`config.mk`:
```
export PLATFORM = sky130hd
export DESIGN_NAME = mnist_infer_ctrl
export DESIGN_NICKNAME = d
export VERILOG_FILES = /design/src/rtl/mnist_pkg.sv /design/src/rtl/argmax_seq.sv /design/src/rtl/mnist_infer_ctrl.sv
export SDC_FILE = /design/constraint.sdc
export NUM_CORES = 1
export LEC_CHECK = 0
export ABC_AREA = 0
export BUFFER_PORTS_ARGS = -buffer_cell sky130_fd_sc_hd__clkbuf_2
export CAP_MARGIN = 20
export CORE_MARGIN = 2
export CORE_UTILIZATION = 40
export DETAILED_ROUTE_END_ITERATION = 12
export SETUP_SLACK_MARGIN = 0.5
export SKIP_CTS_REPAIR_TIMING = 1
export SYNTH_ARGS = -nofsm -noshare
export SYNTH_HDL_FRONTEND = slang
export SYNTH_SLANG_ARGS = --single-unit
```
`constraint.sdc`:
```
create_clock -name clk_i -period 3.5 [get_ports clk_i]
set_clock_uncertainty 0.1 [all_clocks]
set_input_delay 0.175 -clock clk_i [delete_from_list [all_inputs] [get_ports clk_i]]
set_output_delay 0.175 -clock clk_i [all_outputs]
set_load 0.01 [all_outputs]
```
`src/rtl/mnist_pkg.sv`:
```
// Shared types and elaboration helpers for the MNIST inference controller.
//   state_e   : frame sequencer states
//   clog2     : ceiling log2 for constant width derivation
//   frame_pix : beats per frame from the frame edge length
//   cls_w     : class index width, never below one bit
package mnist_pkg;

   typedef enum logic [2:0] {WAIT_W, IDLE, FEED, DRAIN, SCAN, RESULT} state_e;

   function automatic int clog2(input int v);
      int r;
      r = 0;
      while ((64'd1 << r) < 64'(v)) r++;
      return r;
   endfunction

   function automatic int frame_pix(input int sz);
      return sz * sz;
   endfunction

   function automatic int cls_w(input int classes);
      return (classes > 1) ? clog2(classes) : 1;
   endfunction

endpackage

```
`src/rtl/argmax_seq.sv`:
```
// Sequential argmax: examines one class score per cycle while scan_i is high.
//   clk_i, rst_ni : clock, async active-low reset
//   scan_i        : compare val_i for class idx_o this cycle
//   val_i         : score of class idx_o (muxed by the parent)
//   idx_o         : class currently being compared
//   last_o        : idx_o is the final class
//   arg_o, max_o  : running winner index and score
module argmax_seq import mnist_pkg::*; #(
   parameter  int CLASSES = 10,
   parameter  int ACC_W   = 16,
   localparam int CLS_W   = cls_w(CLASSES)
) (
   input  logic                    clk_i,
   input  logic                    rst_ni,
   input  logic                    scan_i,
   input  logic signed [ACC_W-1:0] val_i,
   output logic        [CLS_W-1:0] idx_o,
   output logic                    last_o,
   output logic        [CLS_W-1:0] arg_o,
   output logic signed [ACC_W-1:0] max_o
);

   logic        [CLS_W-1:0] idx_q, idx_d, arg_q, arg_d;
   logic signed [ACC_W-1:0] max_q, max_d;

   assign last_o = (idx_q == CLS_W'(CLASSES - 1));
   assign idx_o  = idx_q;
   assign arg_o  = arg_q;
   assign max_o  = max_q;

   always_comb begin
      idx_d = idx_q;
      arg_d = arg_q;
      max_d = max_q;
      if (scan_i) begin
         // class 0 seeds the running max; strict '>' keeps the lowest index on ties
         if (idx_q == '0 || val_i > max_q) begin
            max_d = val_i;
            arg_d = idx_q;
         end
         idx_d = last_o ? '0 : idx_q + CLS_W'(1);
      end
   end

   always_ff @(posedge clk_i or negedge rst_ni) begin
      if (!rst_ni) begin
         idx_q <= '0;
         arg_q <= '0;
         max_q <= '0;
      end else begin
         idx_q <= idx_d;
         arg_q <= arg_d;
         max_q <= max_d;
      end
   end

endmodule

```
`src/rtl/mnist_infer_ctrl.sv`:
```
// Frame sequencer and classifier head around the dwconv layer chain.
// Waits for weights, admits one frame of FRAME_PIX beats, accumulates the chain's
// per-class outputs with saturation, runs a sequential argmax and returns the result.
//   clk_i, rst_ni             : clock, async active-low reset
//   wload_done_i              : weight loader finished (only looked at in WAIT_W)
//   s_vld_i/s_rdy_o/s_din_i/s_last_i : pixel input stream
//   chain_vld_o, chain_din_o  : pixel forwarded to layer 1
//   chain_dout_i, chain_vld_in_i, chain_end_i : last-layer outputs, class k at [k*N +: N]
//   res_vld_o/res_rdy_i       : result handshake
//   res_class_o, res_score_o, res_err_o : winner, its score, timeout/frame-length error
module mnist_infer_ctrl import mnist_pkg::*; #(
   parameter  int N          = 8,
   parameter  int IN_CH      = 1,
   parameter  int INPUT_SIZE = 28,
   parameter  int CLASSES    = 10,
   parameter  int OUT_PIXELS = 1,
   parameter  int ACC_W      = 16,
   parameter  int TIMEOUT    = 4096,
   localparam int CLS_W      = cls_w(CLASSES)
) (
   input  logic                   clk_i,
   input  logic                   rst_ni,
   input  logic                   wload_done_i,
   input  logic                   s_vld_i,
   output logic                   s_rdy_o,
   input  logic [IN_CH*N-1:0]     s_din_i,
   input  logic                   s_last_i,
   output logic                   chain_vld_o,
   output logic [IN_CH*N-1:0]     chain_din_o,
   input  logic [CLASSES*N-1:0]   chain_dout_i,
   input  logic                   chain_vld_in_i,
   input  logic                   chain_end_i,
   output logic                   res_vld_o,
   input  logic                   res_rdy_i,
   output logic [CLS_W-1:0]       res_class_o,
   output logic [ACC_W-1:0]       res_score_o,
   output logic                   res_err_o
);

   localparam int FRAME_PIX = frame_pix(INPUT_SIZE);
   localparam int PIX_W     = clog2(FRAME_PIX + 1);
   localparam int TMO_W     = clog2(TIMEOUT + 1);
   // OUT_PIXELS only bounds the accumulator sizing; every chain beat is summed.

   state_e                         state_q, state_d;
   logic [PIX_W-1:0]               pix_q, pix_d;
   logic [TMO_W-1:0]               tmo_q, tmo_d;
   logic                           ferr_q, ferr_d;   // frame-length error
   logic                           endl_q, endl_d;   // chain_end seen while feeding
   logic                           tmof_q, tmof_d;   // drain timed out
   logic [CLASSES-1:0][ACC_W-1:0]  acc_q, acc_d;

   logic                           accept, last_pix, acc_en, acc_clr;
   logic [CLS_W-1:0]               am_idx, am_arg;
   logic                           am_last;
   logic signed [ACC_W-1:0]        am_max;

   assign s_rdy_o     = (state_q == IDLE) || (state_q == FEED);
   assign accept      = s_vld_i & s_rdy_o;
   assign last_pix    = (pix_q == PIX_W'(FRAME_PIX - 1));
   assign chain_vld_o = accept;
   assign chain_din_o = s_din_i;

   assign acc_en  = chain_vld_in_i & ((state_q == FEED) || (state_q == DRAIN));
   assign acc_clr = (state_q == RESULT) & res_rdy_i;

   always_comb begin
      state_d = state_q;
      pix_d   = pix_q;
      tmo_d   = tmo_q;
      ferr_d  = ferr_q;
      endl_d  = endl_q;
      tmof_d  = tmof_q;
      case (state_q)
         WAIT_W: if (wload_done_i) state_d = IDLE;
         IDLE, FEED: begin
            if (state_q == FEED && chain_end_i) endl_d = 1'b1;
            if (accept) begin
               if (s_last_i != last_pix) ferr_d = 1'b1;
               if (last_pix) begin
                  // counter, not s_last, closes the frame
                  pix_d   = '0;
                  tmo_d   = '0;
                  state_d = endl_d ? SCAN : DRAIN;
               end else begin
                  pix_d   = pix_q + PIX_W'(1);
                  state_d = FEED;
               end
            end
         end
         DRAIN: begin
            if (chain_end_i) state_d = SCAN;
            else if (tmo_q == TMO_W'(TIMEOUT - 1)) begin
               state_d = RESULT;
               tmof_d  = 1'b1;
            end else tmo_d = tmo_q + TMO_W'(1);
         end
         SCAN: if (am_last) state_d = RESULT;
         RESULT: begin
            if (res_rdy_i) begin
               state_d = IDLE;
               ferr_d  = 1'b0;
               endl_d  = 1'b0;
               tmof_d  = 1'b0;
            end
         end
         default: state_d = WAIT_W;
      endcase
   end

   // per-class saturating accumulators; sum carries one guard bit for overflow detect
   for (genvar k = 0; k < CLASSES; k++) begin : g_acc
      logic signed [N-1:0]     d;
      logic signed [ACC_W:0]   sum;
      logic                    ovf;
      logic        [ACC_W-1:0] sat;
      assign d   = chain_dout_i[k*N +: N];
      assign sum = $signed({acc_q[k][ACC_W-1], acc_q[k]}) + (ACC_W+1)'(d);
      assign ovf = sum[ACC_W] != sum[ACC_W-1];
      assign sat = sum[ACC_W] ? {1'b1, {(ACC_W-1){1'b0}}} : {1'b0, {(ACC_W-1){1'b1}}};
      assign acc_d[k] = acc_clr ? '0 : !acc_en ? acc_q[k] : ovf ? sat : sum[ACC_W-1:0];
   end

   argmax_seq #(.CLASSES(CLASSES), .ACC_W(ACC_W)) u_argmax (
      .clk_i  (clk_i),
      .rst_ni (rst_ni),
      .scan_i (state_q == SCAN),
      .val_i  (acc_q[am_idx]),
      .idx_o  (am_idx),
      .last_o (am_last),
      .arg_o  (am_arg),
      .max_o  (am_max)
   );

   assign res_vld_o   = (state_q == RESULT);
   assign res_err_o   = res_vld_o & (ferr_q | tmof_q);
   assign res_class_o = (res_vld_o & ~tmof_q) ? am_arg : '0;
   assign res_score_o = (res_vld_o & ~tmof_q) ? am_max : '0;

   always_ff @(posedge clk_i or negedge rst_ni) begin
      if (!rst_ni) begin
         state_q <= WAIT_W;
         pix_q   <= '0;
         tmo_q   <= '0;
         ferr_q  <= 1'b0;
         endl_q  <= 1'b0;
         tmof_q  <= 1'b0;
         acc_q   <= '0;
      end else begin
         state_q <= state_d;
         pix_q   <= pix_d;
         tmo_q   <= tmo_d;
         ferr_q  <= ferr_d;
         endl_q  <= endl_d;
         tmof_q  <= tmof_d;
         acc_q   <= acc_d;
      end
   end

endmodule

```
==> metrics.md <==
| Metric | Value |
|---|---|
| Max Clk Rate | `275 MHz` |
| Syn Area/Cell | `9.42 µm²` |
| FP Rows | `78` |
| Hold crit path type | `input port to flip-flop` |
| Unrepaired setup endpoints after global routing | `yes` |
| Hold_ws | `0.0429 ns` |
| Layout cells sized above 1 | `25.3%` |
| Synth warn | `0` |
| Worst-path clk slew | `0.07 ns` |
| GRT overflow | `0` |
| Synth async-reset ratio | `100%` |
| Iter 0 DRT Violations | `1168` |
| Synth top cells by count | `dfrtp_1, ha_1, o21ai_0` |
| Initial antenna violation count | `0` |
| H-tree depth | `1` |
| HPWL after DPL | `41800 µm` |
| Routed WL | `57700 µm` |
| Post-route ant nets | `0` |
| CTS buffer count | `27` |
| Clock sink total | `213` |
| Layout area overhead | `22.8%` |
| Mean routed wirelength per cell | `20.8 µm` |
| CTS root buffer | `clkbuf_16` |
| Post-synth EDFFs | `0` |
| Grt peak-use layer | `met2` |
| Initial Utilization | `40.4%` |
| Crit share post-route | `104%` |
| Routing usage on met3 | `3.70%` |
| Setup TNS | `-1.51 ns` |
| Post-route DRC | `0` |
| Clock latency on the worst-skew pair | `0.58 ns` |
| Main flop type after synthesis | `dfrtp_1` |
| CTS tree | `built` |
| Max Cap Violations | `0` |
| Setup WS post-layout | `-0.133 ns` |
| Vias in the first global route | `15415` |
| Hold Vio Cnt, Final | `0` |
| Drt pass-1 iters | `8` |
| Failing checks | `negative setup slack` |
| Actual slew at the worst max-slew pin | `0.752 ns` |
| Slew margin rel. | `49.9%` |
| Global-route wire length before repair | `86100 µm` |
| Total GRT Usage | `22.9%` |
| Routing usage on met1 | `32.4%` |
| ANT cells | `0` |
| Largest area contributor in the netlist | `dfrtp_1` |
| Max Slew Vio Count | `0` |
| Pre-CTS setup slack | `-0.155 ns` |
| Most common cell in the netlist | `dfrtp_1` |
| Final setup viols | `15` |
| Peak supply drop | `0.000511 V` |
| Tmin final | `3.63 ns` |
| Final core occ | `49.6%` |
| Port Buffers | `111` |
| Status | `complete, but fails checks` |
| Crit path max fanout | `5` |
| Power density cells | `1100 nW/µm²` |
| WP data required | `3.83 ns` |
| Met2 usage | `35.9%` |
| Share of the synthesized area in the top cell type | `29.1%` |
| Core Region | `45300 µm²` |
| Worst setup SP type | `flip-flop` |
| Sequential area share after synthesis | `29.1%` |
| Clock Tree Buf Depth | `3` |
| Post-Syn Nets | `2226` |
| Synthesized instance count | `1942` |
| Worst setup EP type | `flip-flop` |
| Ports | `128` |
| CP Data Arrival Time | `3.96 ns` |
| Via density | `5.93` |
| Yosys reg bits | `213` |
| Die Y | `218 µm` |
| Largest net degree at the start of global routing | `109` |
| Die Width | `218 µm` |
| RePlAce Congestion | `0.904` |
| Most area-consuming cells after synthesis | `dfrtp_1, ha_1, xnor2_1, a221o_1, mux4_2` |
| Pleak | `9.82 nW` |
| Distinct cells, synth | `99` |
| Critical path class | `flip-flop to flip-flop` |
| DR vias | `16408` |
| Die area | `47400 µm²` |
| Mapped Area | `18300 µm²` |
| Nets@finish | `2429` |
cells by family after synthesis:
family | after synthesis | synth area share, %
AO/OA/AOI/OAI | 666 | 26.0
AND/OR/NAND/NOR | 460 | 12.7
adder cells (fa/ha/maj) | 219 | 15.0
flip-flops | 213 | 29.1
buffers and inverters | 172 | 3.89
XOR/XNOR | 142 | 6.99
multiplexers | 70 | 6.22
final cells by class:
type                            count  area (µm²)
Fill cell                        4206       22800
Sequential cell                   213        5340
Clock buffer                       40         795
Clock inverter                     10         106
Inverter                           91         345
Tap cell                          600         751
Multi-Input combinational cell   1559       13200
Timing Repair Buffer              253        1890
state kept, by name, indices dropped and copies added, names as in the netlist:
register,count
ferr_q,1
tmo_q,13
acc_q,160
u_argmax.arg_o,4
tmof_q,1
endl_q,1
pix_q,10
u_argmax.idx_o,4
u_argmax.max_o,16
state_q,3
power by group:
group / total, W / switching [W] / internal [W]
combinational: 0.0168 / 0.00883 / 0.00797
clock: 0.00291 / 0.00120 / 0.00171
sequential: 0.00508 / 0.00146 / 0.00361
metrics by stage:
stage | instance area, µm² | instances | total power (W)
after CTS | 20700 | 2686 | 0.0223
final | 22500 | 2766 | 0.0248
after global placement | 19800 | 2636 | 0.0191
after detailed placement | 19800 | 2636 | 0.0193
after global routing | 22500 | 2766 | 0.0266
after floorplan | 18400 | 1942 | 0.0155
per-layer routing:
layer,part of all wire (%),wire length [µm]
met4,2.7,1570
met2,46,26400
met5,0,0
met1,46,26600
met3,5.3,3050
final timing paths:
check	start	to	slack, ns	depth (start not counted)
max	u_argmax.idx_o[0]	u_argmax.max_o[2]	-0.13	15
min	chain_dout_i[6]	acc_q[6]	0.04	4
max reg2reg	u_argmax.idx_o[0]	u_argmax.max_o[2]	-0.13	15
min reg2reg	pix_q[6]	pix_q[6]	0.39	1
max in group asynchronous	rst_ni	acc_q[145]	2.34	3
min in group asynchronous	rst_ni	pix_q[5]	0.09	2
cell usage in the layout, fill, tap and decap left out, types with 19 or more instances in the layout:
master     instances
nor3_1            19
nor2_1            98
a21oi_1          110
clkbuf_2         110
buf_4            101
mux4_2            33
a21o_1            52
nand3_1           31
xor2_1            48
o21ai_0          124
clkbuf_16         30
maj3_1            20
inv_1             84
dfrtp_1          207
buf_6             20
xnor2_1           88
nand4_1           19
nand2_1          126
nor4_1            23
a221o_1           77
a22o_1            29
o21ai_1           28
ha_1             156
o21a_1            27
worst max-delay path, stage by stage, from the launching register on:
cell and delay, ns:
dfrtp_2 0.49, clkbuf_16 0.20, mux4_2 0.54, nand2_2 0.09, nand2_2 0.07, a222oi_1 0.35
ha_2 0.25, nor2b_1 0.04, o21a_1 0.17, o21a_1 0.17, o21ai_2 0.12, a21oi_2 0.08
o31ai_4 0.23, nand2_4 0.12, clkbuf_16 0.18, mux2_4 0.29
No activity file was read; power rests on OpenSTA's default activity.
